## src/rtl/sram_rd_pkg.sv

```systemverilog
// ============================================================================
// Module  : sram_rd_pkg
// Brief   : Shared constants and FSM state type for the SRAM burst reader.
// Revision: 1.0
// ============================================================================
`default_nettype none

package sram_rd_pkg;

    localparam int SRAM_DW    = 32;
    localparam int SRAM_AW    = 11;
    localparam int SRAM_DEPTH = 2048;
    localparam int SRAM_LW    = 12;

    typedef enum logic [1:0] {
        IDLE = 2'd0,
        RUN  = 2'd1,
        DONE = 2'd2
    } rd_state_t;

endpackage

`default_nettype wire

```

## src/rtl/sram_rd_buf.sv

```systemverilog
// ============================================================================
// Module  : sram_rd_buf
// Brief   : 2-entry FIFO holding SRAM words captured for the output stream.
// Revision: 1.0
// ============================================================================
`default_nettype none

module sram_rd_buf
    import sram_rd_pkg::*;
#(
    parameter int DW = SRAM_DW
) (
    input  logic          clk,
    input  logic          reset_n,
    input  logic          push_i,
    input  logic [DW-1:0] push_data_i,
    input  logic          pop_i,
    output logic [1:0]    count_o,
    output logic [DW-1:0] head_o
);

    logic [DW-1:0] mem_q [2];
    logic          wr_ptr_q;
    logic          rd_ptr_q;
    logic [1:0]    count_q;

    always_ff @(posedge clk or negedge reset_n) begin
        if (!reset_n) begin
            for (int i = 0; i < 2; i++) begin
                mem_q[i] <= '0;
            end
            wr_ptr_q <= 1'b0;
            rd_ptr_q <= 1'b0;
            count_q  <= 2'd0;
        end else begin
            if (push_i) begin
                mem_q[wr_ptr_q] <= push_data_i;
                wr_ptr_q        <= ~wr_ptr_q;
            end
            if (pop_i) begin
                rd_ptr_q <= ~rd_ptr_q;
            end
            count_q <= count_q + {1'b0, push_i} - {1'b0, pop_i};
        end
    end

    assign count_o = count_q;
    assign head_o  = mem_q[rd_ptr_q];

endmodule

`default_nettype wire

```

## src/rtl/sram_burst_reader.sv

```systemverilog
// ============================================================================
// Module  : sram_burst_reader
// Brief   : Streams a LEN-word burst from a 1-cycle-latency SRAM over
//           valid/ready. Option SRAM_RD_CHKSUM_EN adds an XOR checksum port.
// Revision: 1.0
// ============================================================================
`default_nettype none

module sram_burst_reader
    import sram_rd_pkg::*;
#(
    parameter int DW = SRAM_DW,
    parameter int AW = SRAM_AW,
    parameter int LW = SRAM_LW
) (
    input  logic          clk,
    input  logic          reset_n,
    input  logic          start,
    input  logic [AW-1:0] base,
    input  logic [LW-1:0] len,
    output logic          busy,
    output logic          done,
    output logic          sram_cen,
    output logic          sram_wen,
    output logic [AW-1:0] sram_a,
    input  logic [DW-1:0] sram_q,
    output logic [DW-1:0] out_data,
    output logic          out_valid,
    input  logic          out_ready
`ifdef SRAM_RD_CHKSUM_EN
    ,
    output logic [DW-1:0] chksum
`endif
);

    rd_state_t     state_q, state_d;
    logic [AW-1:0] base_q, base_d;
    logic [LW-1:0] len_q, len_d;
    logic [LW-1:0] issued_q, issued_d;
    logic [LW-1:0] delivered_q, delivered_d;
    logic          inflight_q;
    logic          w_issue;
    logic          w_pop;
    logic [1:0]    w_buf_count;
    logic [2:0]    w_occupancy;
`ifdef SRAM_RD_CHKSUM_EN
    logic [DW-1:0] chksum_q, chksum_d;
`endif

    assign w_pop       = out_valid & out_ready;
    assign w_occupancy = {1'b0, w_buf_count} + {2'b00, inflight_q};

    // A word popped this cycle frees its slot before the new read lands,
    // which is what lets the pipeline sustain one word per clock.
    assign w_issue = (state_q == RUN) && (issued_q < len_q) &&
                     (w_occupancy < (3'd2 + {2'b00, w_pop}));

    assign sram_cen = ~w_issue;
    assign sram_wen = 1'b1;
    assign sram_a   = base_q + issued_q[AW-1:0];
    assign busy     = (state_q == RUN);
    assign done     = (state_q == DONE);
    assign out_valid = (w_buf_count != 2'd0);

    sram_rd_buf #(
        .DW (DW)
    ) u_buf (
        .clk         (clk),
        .reset_n     (reset_n),
        .push_i      (inflight_q),
        .push_data_i (sram_q),
        .pop_i       (w_pop),
        .count_o     (w_buf_count),
        .head_o      (out_data)
    );

    always_comb begin
        state_d     = state_q;
        base_d      = base_q;
        len_d       = len_q;
        issued_d    = issued_q;
        delivered_d = delivered_q;
`ifdef SRAM_RD_CHKSUM_EN
        chksum_d    = chksum_q;
`endif
        case (state_q)
            IDLE: begin
                if (start) begin
                    base_d      = base;
                    len_d       = len;
                    issued_d    = '0;
                    delivered_d = '0;
`ifdef SRAM_RD_CHKSUM_EN
                    chksum_d    = '0;
`endif
                    state_d     = (len == '0) ? DONE : RUN;
                end
            end
            RUN: begin
                if (w_issue) begin
                    issued_d = issued_q + LW'(1);
                end
                if (w_pop) begin
                    delivered_d = delivered_q + LW'(1);
`ifdef SRAM_RD_CHKSUM_EN
                    chksum_d    = chksum_q ^ out_data;
`endif
                    if (delivered_q + LW'(1) == len_q) begin
                        state_d = DONE;
                    end
                end
            end
            DONE: begin
                state_d = IDLE;
            end
            default: begin
                state_d = IDLE;
            end
        endcase
    end

    always_ff @(posedge clk or negedge reset_n) begin
        if (!reset_n) begin
            state_q     <= IDLE;
            base_q      <= '0;
            len_q       <= '0;
            issued_q    <= '0;
            delivered_q <= '0;
            inflight_q  <= 1'b0;
`ifdef SRAM_RD_CHKSUM_EN
            chksum_q    <= '0;
`endif
        end else begin
            state_q     <= state_d;
            base_q      <= base_d;
            len_q       <= len_d;
            issued_q    <= issued_d;
            delivered_q <= delivered_d;
            inflight_q  <= w_issue;
`ifdef SRAM_RD_CHKSUM_EN
            chksum_q    <= chksum_d;
`endif
        end
    end

`ifdef SRAM_RD_CHKSUM_EN
    assign chksum = chksum_q;
`endif

endmodule

`default_nettype wire

```

## config.mk

```make
export PLATFORM = sky130hd
export DESIGN_NAME = sram_burst_reader
export DESIGN_NICKNAME = d
export VERILOG_FILES = /design/src/rtl/sram_rd_pkg.sv /design/src/rtl/sram_rd_buf.sv /design/src/rtl/sram_burst_reader.sv
export SDC_FILE = /design/constraint.sdc
export NUM_CORES = 1
export LEC_CHECK = 0
export BUFFER_PORTS_ARGS = -buffer_cell sky130_fd_sc_hd__buf_2
export CAP_MARGIN = 0
export CORE_UTILIZATION = 50
export CTS_CLUSTER_DIAMETER = 100
export DETAILED_ROUTE_END_ITERATION = 12
export GPL_ROUTABILITY_DRIVEN = 0
export GPL_TIMING_DRIVEN = 1
export PLACE_DENSITY = 0.72
export SYNTH_ARGS = -nofsm -noshare
export SYNTH_HDL_FRONTEND = slang
export SYNTH_SLANG_ARGS = --single-unit
```

## constraint.sdc

```tcl
create_clock -name clk -period 6.45 [get_ports clk]
set_input_delay 0.9675 -clock clk [delete_from_list [all_inputs] [get_ports clk]]
set_output_delay 0.9675 -clock clk [all_outputs]
set_load 0.01 [all_outputs]
```

==> reports/qor.txt <==
Final Instance Area - 7530 um^2
Leak - 0.00348 uW
crit path time final - 3.95 ns
Setup TNS - 0 ns
Initial Util - 0.517
Final Power - 3610 uW
Remaining DRCs - 0
Fmax - 253 MHz
mux cell area share after synthesis - 0.182
Primary FF master, synth - dfrtp_1
HPWL Detailed - 9270 um
Total GRT Usage - 0.223
Syn Inst Count - 570
fin crit share - 0.612
WS Path Type - flip-flop to output pin
Avg Inst Size Synth - 11.0 um^2
final-report hold violation count - 0
cts repair resizes - 0
port buffer count - 105
Hold Buf Count CTS - 0
CP arrival - 2.98 ns
Synth Area in XOR/XNOR - 0.0406
gr ovfl total - 0
multi-input logic area - 3130 um^2
CP max stage cell - dfrtp_1
Die X - 114 um
I/O Pins - 107
Setup Skew - 0.00629 ns
largest net degree at the start of global routing - 68
Post-Synth Adder-Cell Area - 0.0591
TritonCTS buffer count - 17
endpoints failing setup - 0
post-synthesis sequential area ratio - 0.471
layout cells sized above 1 - 0.364
core area - 12100 um^2
Antenna Cells - 0
Setup Fix Bufs, Post-CTS - 0
Seq. cell area - 2950 um^2
Root Driver - clkbuf_16
FFs w/ async S/R, synth - 1.00
worst stage delay on the critical path - 0.45 ns
TritonCTS clock tree - yes
Die Y - 114 um
PD cells - 479 nW/um^2
Worst slew margin - 0.433
min-delay worst type - flip-flop to flip-flop
via count - 4614
Worst setup SP type - flip-flop
Cell Rows - 40
number of distinct library cells after synthesis - 54
Routed WL - 13600 um
ANT nets after route - 0
vias in the first global route - 4758
worst-path cell chain - ha_1 > fa_1 > a21o_1 > a21oi_1 > o21ai_0 > or4_1 > and3_1 > a211oi_1 > buf_2
initial DRC count - 212
Pins Over Slew Limit - 0
global-route wire length before repair - 22500 um
compound-cell area share of the yosys netlist - 0.0929
initial antenna violation count - 0
Post-synth EDFFs - 0
CP required - 5.48 ns
Syn Nets - 658
#FFs+latches synth - 118
Layout Nets - 761
dpl cell area - 6940 um^2
outcome - complete, no violations
total of max-cap violations - 0
CP Max Fanout - 7
WHS - 0.481 ns
RSZ-0062 raised after global routing - no
Worst setup EP type - output pin
CTS max path bufs - 2
Worst-Skew Late Latency - 0.41 ns
routed len/inst - 15.9 um
die area - 13000 um^2
Max VDD drop - 0.232 mV
total number of yosys warnings - 0
Clk pin slew, worst setup/hold paths - 0.05 ns
largest family of logic cells by synthesized area - multiplexers
Syn-to-layout area delta - 20.2%
clk sinks - 118
Max H-tree Level - 4
Via density - 5.40
Synth Area in Simple Gates - 0.123
DRT Pass-1 Iters - 4
fillcell total - 981
Worst Tran Pin Value - 0.850 ns
Mapped Area - 6260 um^2
-- path summary, 6_finish.rpt --
| path | end | startpoint | cells after the start | slack, ns |
|---|---|---|---|---|
| worst min register to register | base_q[0] | base_q[0] | 2 | 0.48 |
| worst max register to register | issued_q[8] | len_q[9] | 9 | 3.74 |
| min in group asynchronous | u_buf.mem_q[34] | reset_n | 1 | 0.58 |
| worst min-delay path | base_q[0] | base_q[0] | 2 | 0.48 |
| max in group asynchronous | u_buf.mem_q[18] | reset_n | 2 | 4.55 |
| worst max-delay path | sram_a[10] | issued_q[0] | 9 | 2.50 |
-- worst max-delay path: cells and delay by family (launching register included) --
family                     cells  cell delay [ns]
adders and majority gates      2             0.66
and+or+nand+nor                2             0.59
buffers and inverters          1             0.16
DFF                            1             0.45
AOI/OAI and AO/OA              4             0.70
-- power by group --
group          internal [uW]  switching (uW)  total (uW)  leakage (uW)
combinational            757             687        1440       0.00178
sequential              1020             203        1220       0.00142
clock                    624             315         940      0.000287
total                   2400            1210        3610       0.00348
-- layer usage --
metal,up-vias,global-route usage,part of all wire
met1,2248,0.281,0.45
li1,2229,-,-
met3,15,0.0595,0.050
met2,122,0.375,0.49
met4,0,0.0667,0.011
met5,-,0,0
-- logic make-up after synthesis --
group / Yosys count
AND/OR/NAND/NOR: 157
flip-flops: 118
multiplexers: 102
AO/OA/AOI/OAI: 86
buffers and inverters: 48
adder cells (fa/ha/maj): 29
XOR/XNOR: 29
other: 1
-- state kept, by name, indices dropped and copies added (netlist names) --
| signal | flops |
|---|---|
| delivered_q | 12 |
| base_q | 11 |
| state_q | 2 |
| len_q | 12 |
| inflight_q | 1 |
| issued_q | 12 |
| u_buf.count_o | 2 |
| u_buf.wr_ptr_q | 1 |
| u_buf.rd_ptr_q | 1 |
| u_buf.mem_q | 64 |
-- synth_stat cells (4+ instances only) --
cell,instances,share of area
o31ai_1,7,0.0084
dfrtp_1,118,0.47
a21o_1,4,0.0048
inv_1,21,0.013
nor2b_1,4,0.0040
and2_1,7,0.0070
ha_1,28,0.056
buf_1,7,0.0042
or4_1,5,0.0060
xor2_1,6,0.0084
mux2_2,97,0.17
and3_1,6,0.0060
nor4_1,4,0.0040
nor2_1,16,0.0096
o211ai_1,4,0.0048
nand3_1,13,0.010
xnor2_1,23,0.032
clkbuf_1,16,0.0096
nor3_1,6,0.0048
a21oi_1,16,0.013
mux2i_1,5,0.0080
o21ai_0,35,0.028
nand4_1,9,0.0090
nand2_1,73,0.044
or3_1,4,0.0040
-- metrics by stage --
step                utilization  setup WS, ns  std cells
finish                    0.622          2.50        854
global route              0.622          2.32        854
CTS                       0.622          2.50        854
detailed placement        0.573          2.97        822
global placement          0.573          2.96        822
floorplan                     -          3.10        570
-- final cells by class --
| type | count | share of cell area |
|---|---|---|
| multi-input combinational | 404 | 0.415 |
| inverter | 22 | 0.0110 |
| timing repair buffer | 110 | 0.0751 |
| clock buffer | 23 | 0.0621 |
| clock inverter | 9 | 0.0166 |
| tap | 168 | 0.0279 |
| sequential | 118 | 0.392 |
-- layout by cell type (no fill, tap or decap), types with 3 or more instances in the layout --
cell,n
buf_4,6
and2_1,7
nor3_1,6
nor2b_1,3
clkbuf_1,4
nand3_1,13
a21oi_1,16
and3_1,6
nor4_1,4
or4_1,5
nand2b_1,3
o21ai_0,35
buf_2,104
xor2_1,6
a21o_1,4
or3_1,4
clkbuf_16,17
dfrtp_1,118
ha_1,28
bufinv_16,3
nand2_1,73
nand4_1,9
nor2_1,16
xnor2_1,23
o31ai_1,7
clkinv_2,4
o211ai_1,4
inv_1,21
mux2_2,97
mux2i_1,5
No activity file was read; power rests on OpenSTA's default activity.
